File: config.mk
export PLATFORM = sky130hd
export DESIGN_NAME = disparity_readout
export DESIGN_NICKNAME = d
export VERILOG_FILES = /design/src/rtl/disparity_readout.sv
export SDC_FILE = /design/constraint.sdc
export NUM_CORES = 1
export LEC_CHECK = 0
export ABC_AREA = 1
export CAP_MARGIN = 15
export CORE_ASPECT_RATIO = 0.9
export CORE_UTILIZATION = 50
export CTS_BUF_LIST = sky130_fd_sc_hd__clkbuf_16
export DETAILED_ROUTE_END_ITERATION = 8
export PLACE_DENSITY = 0.79
export SYNTH_ARGS = -nofsm -noshare
export SYNTH_HDL_FRONTEND = slang
export SYNTH_SLANG_ARGS = --single-unit
File: constraint.sdc
create_clock -name clk_100mhz -period 12.4 [get_ports clk_100mhz]
set_input_delay 3.72 -clock clk_100mhz [delete_from_list [all_inputs] [get_ports clk_100mhz]]
set_output_delay 3.72 -clock clk_100mhz [all_outputs]
set_load 0.05 [all_outputs]
File: src/rtl/disparity_readout.sv
// Disparity BRAM readout: raster-order address sequencer, read-latency
// tag pipeline and skid FIFO feeding a valid/ready 8-bit pixel stream.
module disparity_readout #(
  parameter int H_PIXELS    = 240,
  parameter int V_PIXELS    = 320,
  parameter int RD_LATENCY  = 2,
  parameter int FIFO_DEPTH  = 4,
  parameter int SCALE_SHIFT = 0
) (
  input  logic        clk_100mhz,
  input  logic        sys_rst,
  input  logic        frame_done_in,
  output logic        reading_out,
  output logic [16:0] ssd_addr_out,
  input  logic [7:0]  ssd_dout_in,
  output logic        m_valid,
  input  logic        m_ready,
  output logic [7:0]  m_data,
  output logic [7:0]  m_hcount,
  output logic [8:0]  m_vcount,
  output logic        m_sof,
  output logic        m_eol,
  output logic        frame_done_out,
  output logic        overrun_out
);

  localparam logic [1:0] IDLE  = 2'd0;
  localparam logic [1:0] READ  = 2'd1;
  localparam logic [1:0] DRAIN = 2'd2;

  localparam int LAST = H_PIXELS * V_PIXELS - 1;
  localparam int CW   = $clog2(FIFO_DEPTH + 1);
  localparam int AW   = (FIFO_DEPTH > 1) ? $clog2(FIFO_DEPTH) : 1;
  localparam int SW   = 8 + SCALE_SHIFT;
  localparam int EW   = 27;

  logic [1:0]  state;
  logic [7:0]  x;
  logic [8:0]  y;

  logic [RD_LATENCY-1:0]       pv;
  logic [RD_LATENCY-1:0][7:0]  px;
  logic [RD_LATENCY-1:0][8:0]  py;

  logic [FIFO_DEPTH-1:0][EW-1:0] mem;
  logic [FIFO_DEPTH-1:0][EW-1:0] nxt;
  logic [CW-1:0] cnt;
  logic [CW-1:0] cnt_nxt;
  logic [AW-1:0] wr;

  int          inflight;
  logic        issue;
  logic        push;
  logic        pop;
  logic        drain_done;
  logic [SW-1:0] wide;
  logic [7:0]  pix;
  logic        t_sof;
  logic        t_eol;
  logic [EW-1:0] entry;

  always_comb begin
    inflight = 0;
    for (int i = 0; i < RD_LATENCY; i++)
      inflight += int'(pv[i]);
  end

  // A pop in the same cycle is deliberately not credited to the issue check.
  assign issue = (state == READ) &&
                 (inflight + int'(cnt) < FIFO_DEPTH);
  assign push  = pv[RD_LATENCY-1];
  assign pop   = m_valid && m_ready;

  assign drain_done = (state == DRAIN) && (inflight == 0) &&
                      ((cnt == '0) || ((cnt == CW'(1)) && pop));

  assign wide  = SW'(ssd_dout_in) << SCALE_SHIFT;
  assign pix   = (wide > SW'(255)) ? 8'hff : wide[7:0];
  assign t_sof = (px[RD_LATENCY-1] == 8'd0) &&
                 (py[RD_LATENCY-1] == 9'd0);
  assign t_eol = (px[RD_LATENCY-1] == 8'(H_PIXELS - 1));
  assign entry = {t_sof, t_eol, py[RD_LATENCY-1],
                  px[RD_LATENCY-1], pix};

  assign m_data   = mem[0][7:0];
  assign m_hcount = mem[0][15:8];
  assign m_vcount = mem[0][24:16];
  assign m_eol    = mem[0][25];
  assign m_sof    = mem[0][26];

  always_comb begin
    nxt = mem;
    if (pop) begin
      for (int i = 0; i < FIFO_DEPTH - 1; i++)
        nxt[i] = mem[i+1];
      nxt[FIFO_DEPTH-1] = '0;
    end
    wr = AW'(cnt - CW'(pop));
    if (push)
      nxt[wr] = entry;
    cnt_nxt = cnt;
    if (push && !pop)
      cnt_nxt = cnt + CW'(1);
    else if (!push && pop)
      cnt_nxt = cnt - CW'(1);
  end

  always_ff @(posedge clk_100mhz or posedge sys_rst) begin
    if (sys_rst) begin
      mem     <= '0;
      cnt     <= '0;
      m_valid <= 1'b0;
    end else begin
      mem     <= nxt;
      cnt     <= cnt_nxt;
      m_valid <= (cnt_nxt != '0);
    end
  end

  always_ff @(posedge clk_100mhz or posedge sys_rst) begin
    if (sys_rst) begin
      pv <= '0;
      px <= '0;
      py <= '0;
    end else begin
      pv[0] <= issue;
      px[0] <= x;
      py[0] <= y;
      for (int i = 1; i < RD_LATENCY; i++) begin
        pv[i] <= pv[i-1];
        px[i] <= px[i-1];
        py[i] <= py[i-1];
      end
    end
  end

  always_ff @(posedge clk_100mhz or posedge sys_rst) begin
    if (sys_rst) begin
      state          <= IDLE;
      reading_out    <= 1'b0;
      ssd_addr_out   <= '0;
      x              <= '0;
      y              <= '0;
      frame_done_out <= 1'b0;
      overrun_out    <= 1'b0;
    end else begin
      frame_done_out <= 1'b0;
      overrun_out    <= frame_done_in && (state != IDLE);
      unique case (state)
        IDLE: begin
          if (frame_done_in) begin
            state        <= READ;
            reading_out  <= 1'b1;
            ssd_addr_out <= '0;
            x            <= '0;
            y            <= '0;
          end
        end
        READ: begin
          if (issue) begin
            if (ssd_addr_out == 17'(LAST)) begin
              state <= DRAIN;
            end else begin
              ssd_addr_out <= ssd_addr_out + 17'd1;
              if (x == 8'(H_PIXELS - 1)) begin
                x <= '0;
                y <= y + 9'd1;
              end else begin
                x <= x + 8'd1;
              end
            end
          end
        end
        DRAIN: begin
          // reading_out stays high until the stream is fully drained
          if (drain_done) begin
            state          <= IDLE;
            reading_out    <= 1'b0;
            frame_done_out <= 1'b1;
          end
        end
        default: state <= IDLE;
      endcase
    end
  end

endmodule

* Word level (Yosys, flattened, before mapping)
Cells that the tools add are included.
** Storage, ports and cells
- Input bits :: 12
- Flip-flop bits (word level) :: 187
- Output and inout bits :: 48
** Operators by class
- Order comparisons :: 4
- $add $sub $neg :: 8
- Mux-type cells :: 32
- Reduce and logical (&&, ||, !) cells :: 26
- Eq/ne operators :: 12
** Operators by type and width (count)
- $mux 108 :: 2
- $bwmux 108 :: 1
- $demux 27 s2 :: 1
- $mux 17 :: 3
- $mux 8 :: 5
- $mux 9 :: 4
- $pmux 17 s2 :: 1
- $logic_not 32->1 :: 1
- $mux 27 :: 1
- $pmux 9 s2 :: 1
- $add 17x1->17 const B :: 1
- $eq 17x17->1 const B :: 1
- $eq 8x8->1 const B :: 2
- $pmux 8 s2 :: 1
- $logic_and 1x1->1 :: 10
- $add 9x1->9 const B :: 1
- $logic_not 9->1 :: 1
- $add 8x1->8 const B :: 1
- $gt 8x8->1 const B :: 1
- $logic_not 8->1 :: 1
- $mux 2 :: 4
- $ne 2x2->1 const B :: 4
- $reduce_and 4->1 :: 2
- $mux 3 :: 2
- 23 further kinds :: 30

* Depth between registers and ports, before layout
- Word-level depth :: 8
- Gate-level depth with buffers :: 11
- Mapped depth without buffers :: 10

* Worst setup path before layout
OpenSTA, ideal clock, no wires.
- Path kind :: input port to flip-flop
- Start :: input m_ready
- End :: register mem (netlist bit m_eol)
- Setup time :: 0.136 ns
- Stages on the path :: 10
- Path buffers :: 2
- Slack :: 7.047 ns
- Arrival time :: 5.217 ns
- Cell sequence :: nand2_1 inv_2 clkbuf_1 ha_1 or2_2 nand2_1 nand2_1 clkbuf_1 o211ai_1 o21ai_0
** RTL lines
- from (decl) :: RTL line 17 : input logic m_ready,
- to (signal assigned) :: RTL line 114 : mem <= nxt;
- to (decl) :: RTL line 45 : logic [FIFO_DEPTH-1:0][EW-1:0] mem;

==> results.toml <==
[power]
p_sw_mw = 0.7805
vdd_drop_max_v = 0.0001407
power_frac_comb = 0.318
powerDensity_nw_per_um2 = 207.2
clockPowerShare = 0.290
sw_frac_of_total = 0.3797
power_frac_seq = 0.393
p_int_mw = 1.275
p_leak_nw = 4.474

[die]
io_pins = 60
die_h_um = 127.5
die_x_um = 141.4
start_util = 0.5145
rows = 45
die_area_sq_um = 18030
core-area_sq_um = 17000

[timing]
setup_tns_ns = 0
timing.final.crit_share = 0.5690
fin_crit_ns = 7.056
relSlewSlack = 0.2509
worst_slew_pin_slew_ns = 1.124
holdWs_ns = 0.3450
slew_viol_final = 0
clock_skew_ns = 0.01032
rsz0062_at_grt = "no"
fmax_mhz = 141.7
finalHoldViolCount = 0
setup_viol = 0

[worst_hold_path]
hp-start = "px[0]"
min_path_type = "reg -> reg"

[detailed_routing]
drt_first_pass_iters = 5
viasPerCell = 5.298
drt-wirelength-per-cell_um = 14.00
drtIter0Drc = 534
routed_wl_um = 18340
antenna_left = 0
drc_errors = 0
vias = 6941

[grt]
grt_max_degree = 115
grt_pass1_wl_um = 31960
grt_usage = 0.2209
grt_remaining_overflow = 0
antenna_found_initial = 0
grt_pass1_vias = 6554

[placement]
portBuffers = 59
globalplace.congestion = 0.8281
place_hpwl_um = 10910
dpl_cell_area_sq_um = 9275

[cells_and_area]
nFillCells = 1496
final_area_sq_um = 9921
area_delta_synth_final_pct = 13.40
n_antenna_cell = 0
fin_nets = 1085
drive_above_1_share = 0.06884

[clocking]
cts_buffers = 17
post_cts_buffers = 0
clock_sinks = 187
h-tree-depth = 4
cts_buffer_depth = 2
insertion_delay_ns = 0.43
clk_pin_slew_ns = 0.07
cts_resized = 0
tritoncts = "yes"
postCtsHoldBufs = 0
cts-root-buf = "clkbuf_16"

[yosys]
synth_top_area_cell = "dfrtp_1"
synth_edf_count = 0
synth_area_per_cell_sq_um = 8.308
ys_seq_area_frac = 0.5349
ys_ff_latch = 187
synthDistinctLibCells = 30
ys_top_cells_by_area = "dfrtp_1, nand2_1, o21ai_0"
synthesis.area_sq_um = 8748
mappedNetlistNets = 1076
synthArstFlopShare = 1.000
ys_warn_count = 0
ys.flop_type = "dfrtp_1"
synthCells = 1053
synth_top_cell_area_share = 0.5349

[setup_path]
cp_max_fo = 114
slowest_stage = "nand2_4"
cp_num_buf_inv = 5
critPathTopFamily = "simple AND/OR/NAND/NOR gates"
crit_type = "in -> reg"
start_kind = "input pin"
startpoint = "m_ready"
cp.arrival_ns = 7.39
worstPathRequired_ns = 12.73
critPathMaxStageDelay_ns = 0.80
r2r-start = "m_valid"
end_kind = "register"
cp_cell_sequence = "clkdlybuf4s50_1, nand2_4, inv_2, buf_4, ha_1, or2_2, nand2_1, inv_1, nand2_1, buf_4, nand3_1, o21ai_0"

[run]
drv_cap = 0

[run_status]
status = "complete, no violations"
synth_stat cells, types with 2 or more instances:
master / n
nand2_1: 302
nand4_1: 23
nand3_1: 60
o211ai_1: 2
o21ai_2: 20
nor3_1: 2
a31oi_1: 25
xor2_1: 6
inv_1: 93
or2_2: 5
buf_1: 2
buf_4: 27
nand3_2: 2
nor2_1: 76
o21ai_0: 147
ha_1: 11
nor2_2: 2
inv_2: 2
dfrtp_1: 187
buf_6: 3
o21bai_1: 3
nor4_1: 2
buf_2: 10
nand2_2: 3
clkbuf_1: 33
through the flow:
stage | instances | total power [mW] | setup slack, ns | util
final | 1310 | 2.056 | 5.344 | 0.5834
after global routing | 1310 | 2.176 | 4.973 | 0.5834
after CTS | 1310 | 2.067 | 5.361 | 0.5834
after detailed placement | 1278 | 1.463 | 4.967 | 0.5455
after global placement | 1278 | 1.439 | 5.072 | 0.5455
after floorplan | 1053 | 1.340 | 3.595 | -
state kept, by name (all words and copies together) (netlist names), 2 cells and up:
register and count:
ssd_addr_out 17, entry 17, py 9, mem 81, y 9, m_hcount 8
m_data 8, m_vcount 9, state 2, pv 2, px 8, x 8
cnt 3
routing by layer:
metal,share of wire,vias to the layer above,track usage,wire length (um)
met3,0.053,24,0.04610,968
met1,0.46,3319,0.3059,8525
met5,0,-,0,0
met2,0.47,201,0.3515,8576
met4,0.014,0,0.06705,265
li1,-,3397,-,-
worst paths after layout:
kind / slack, ns / depth (start not counted) / end
setup / recovery: 5.34 / 12 / mem[82]
hold reg to reg: 0.35 / 0 / entry[8]
max in group asynchronous: 6.70 / 4 / py[7]
setup reg to reg: 8.68 / 11 / mem[82]
hold / removal: 0.35 / 0 / entry[8]
min in group asynchronous: 3.71 / 2 / px[2]
power by group through the flow:
stage,Clock (mW),Combinational [mW],Sequential (mW)
2_1_floorplan,0,0.512,0.828
3_3_place_gp,0,0.627,0.812
3_5_place_dp,0,0.647,0.816
4_1_cts,0.604,0.655,0.807
5_1_grt,0.629,0.726,0.820
6_report,0.595,0.654,0.807
area by class of cell:
class / instances / area [sq um] / share of cell area
clock buffer: 17 / 425.4 / 0.04288
tap: 235 / 294.0 / 0.02964
inverter: 96 / 365.4 / 0.03683
timing repair buffer: 65 / 635.6 / 0.06407
sequential: 187 / 4679 / 0.4717
multi-input combinational: 695 / 3301 / 0.3327
clock inverter: 15 / 220.2 / 0.02220
cell families (layout without fill, tap and decap cells):
group	Yosys count	after routing	synth area share
compound gates	199	199	0.1277
xor+xnor	6	6	0.006007
fa+ha+maj	11	11	0.01573
buf+inv	171	193	0.08896
flops	187	187	0.5349
simple gates	479	479	0.2267
cell usage in the layout (no fill, tap or decap):
cell type | netlist | layout
clkinv_4 | 0 | 1
nand3b_1 | 1 | 1
nand2_2 | 3 | 4
nor4_1 | 2 | 2
buf_4 | 27 | 6
clkbuf_16 | 0 | 17
or2_2 | 5 | 5
nand2_4 | 0 | 1
bufinv_16 | 0 | 5
inv_1 | 93 | 92
o21ai_1 | 1 | 1
clkinv_1 | 1 | 2
nand3_1 | 60 | 60
o21bai_1 | 3 | 3
inv_2 | 2 | 2
nand3_2 | 2 | 2
clkdlybuf4s50_1 | 0 | 59
inv_8 | 0 | 1
a31oi_1 | 25 | 25
dfrtp_1 | 187 | 187
o211ai_1 | 2 | 2
o21ai_2 | 20 | 20
nor3_1 | 2 | 2
inv_6 | 0 | 2
a21o_1 | 1 | 1
ha_1 | 11 | 11
nor2_1 | 76 | 76
nor3b_1 | 1 | 1
xor2_1 | 6 | 6
clkinvlp_4 | 0 | 3
clkinv_2 | 0 | 3
o21ai_0 | 147 | 147
nand4_1 | 23 | 23
nand2_1 | 302 | 300
nor2_2 | 2 | 2
Power figures use the tool's default switching activity.
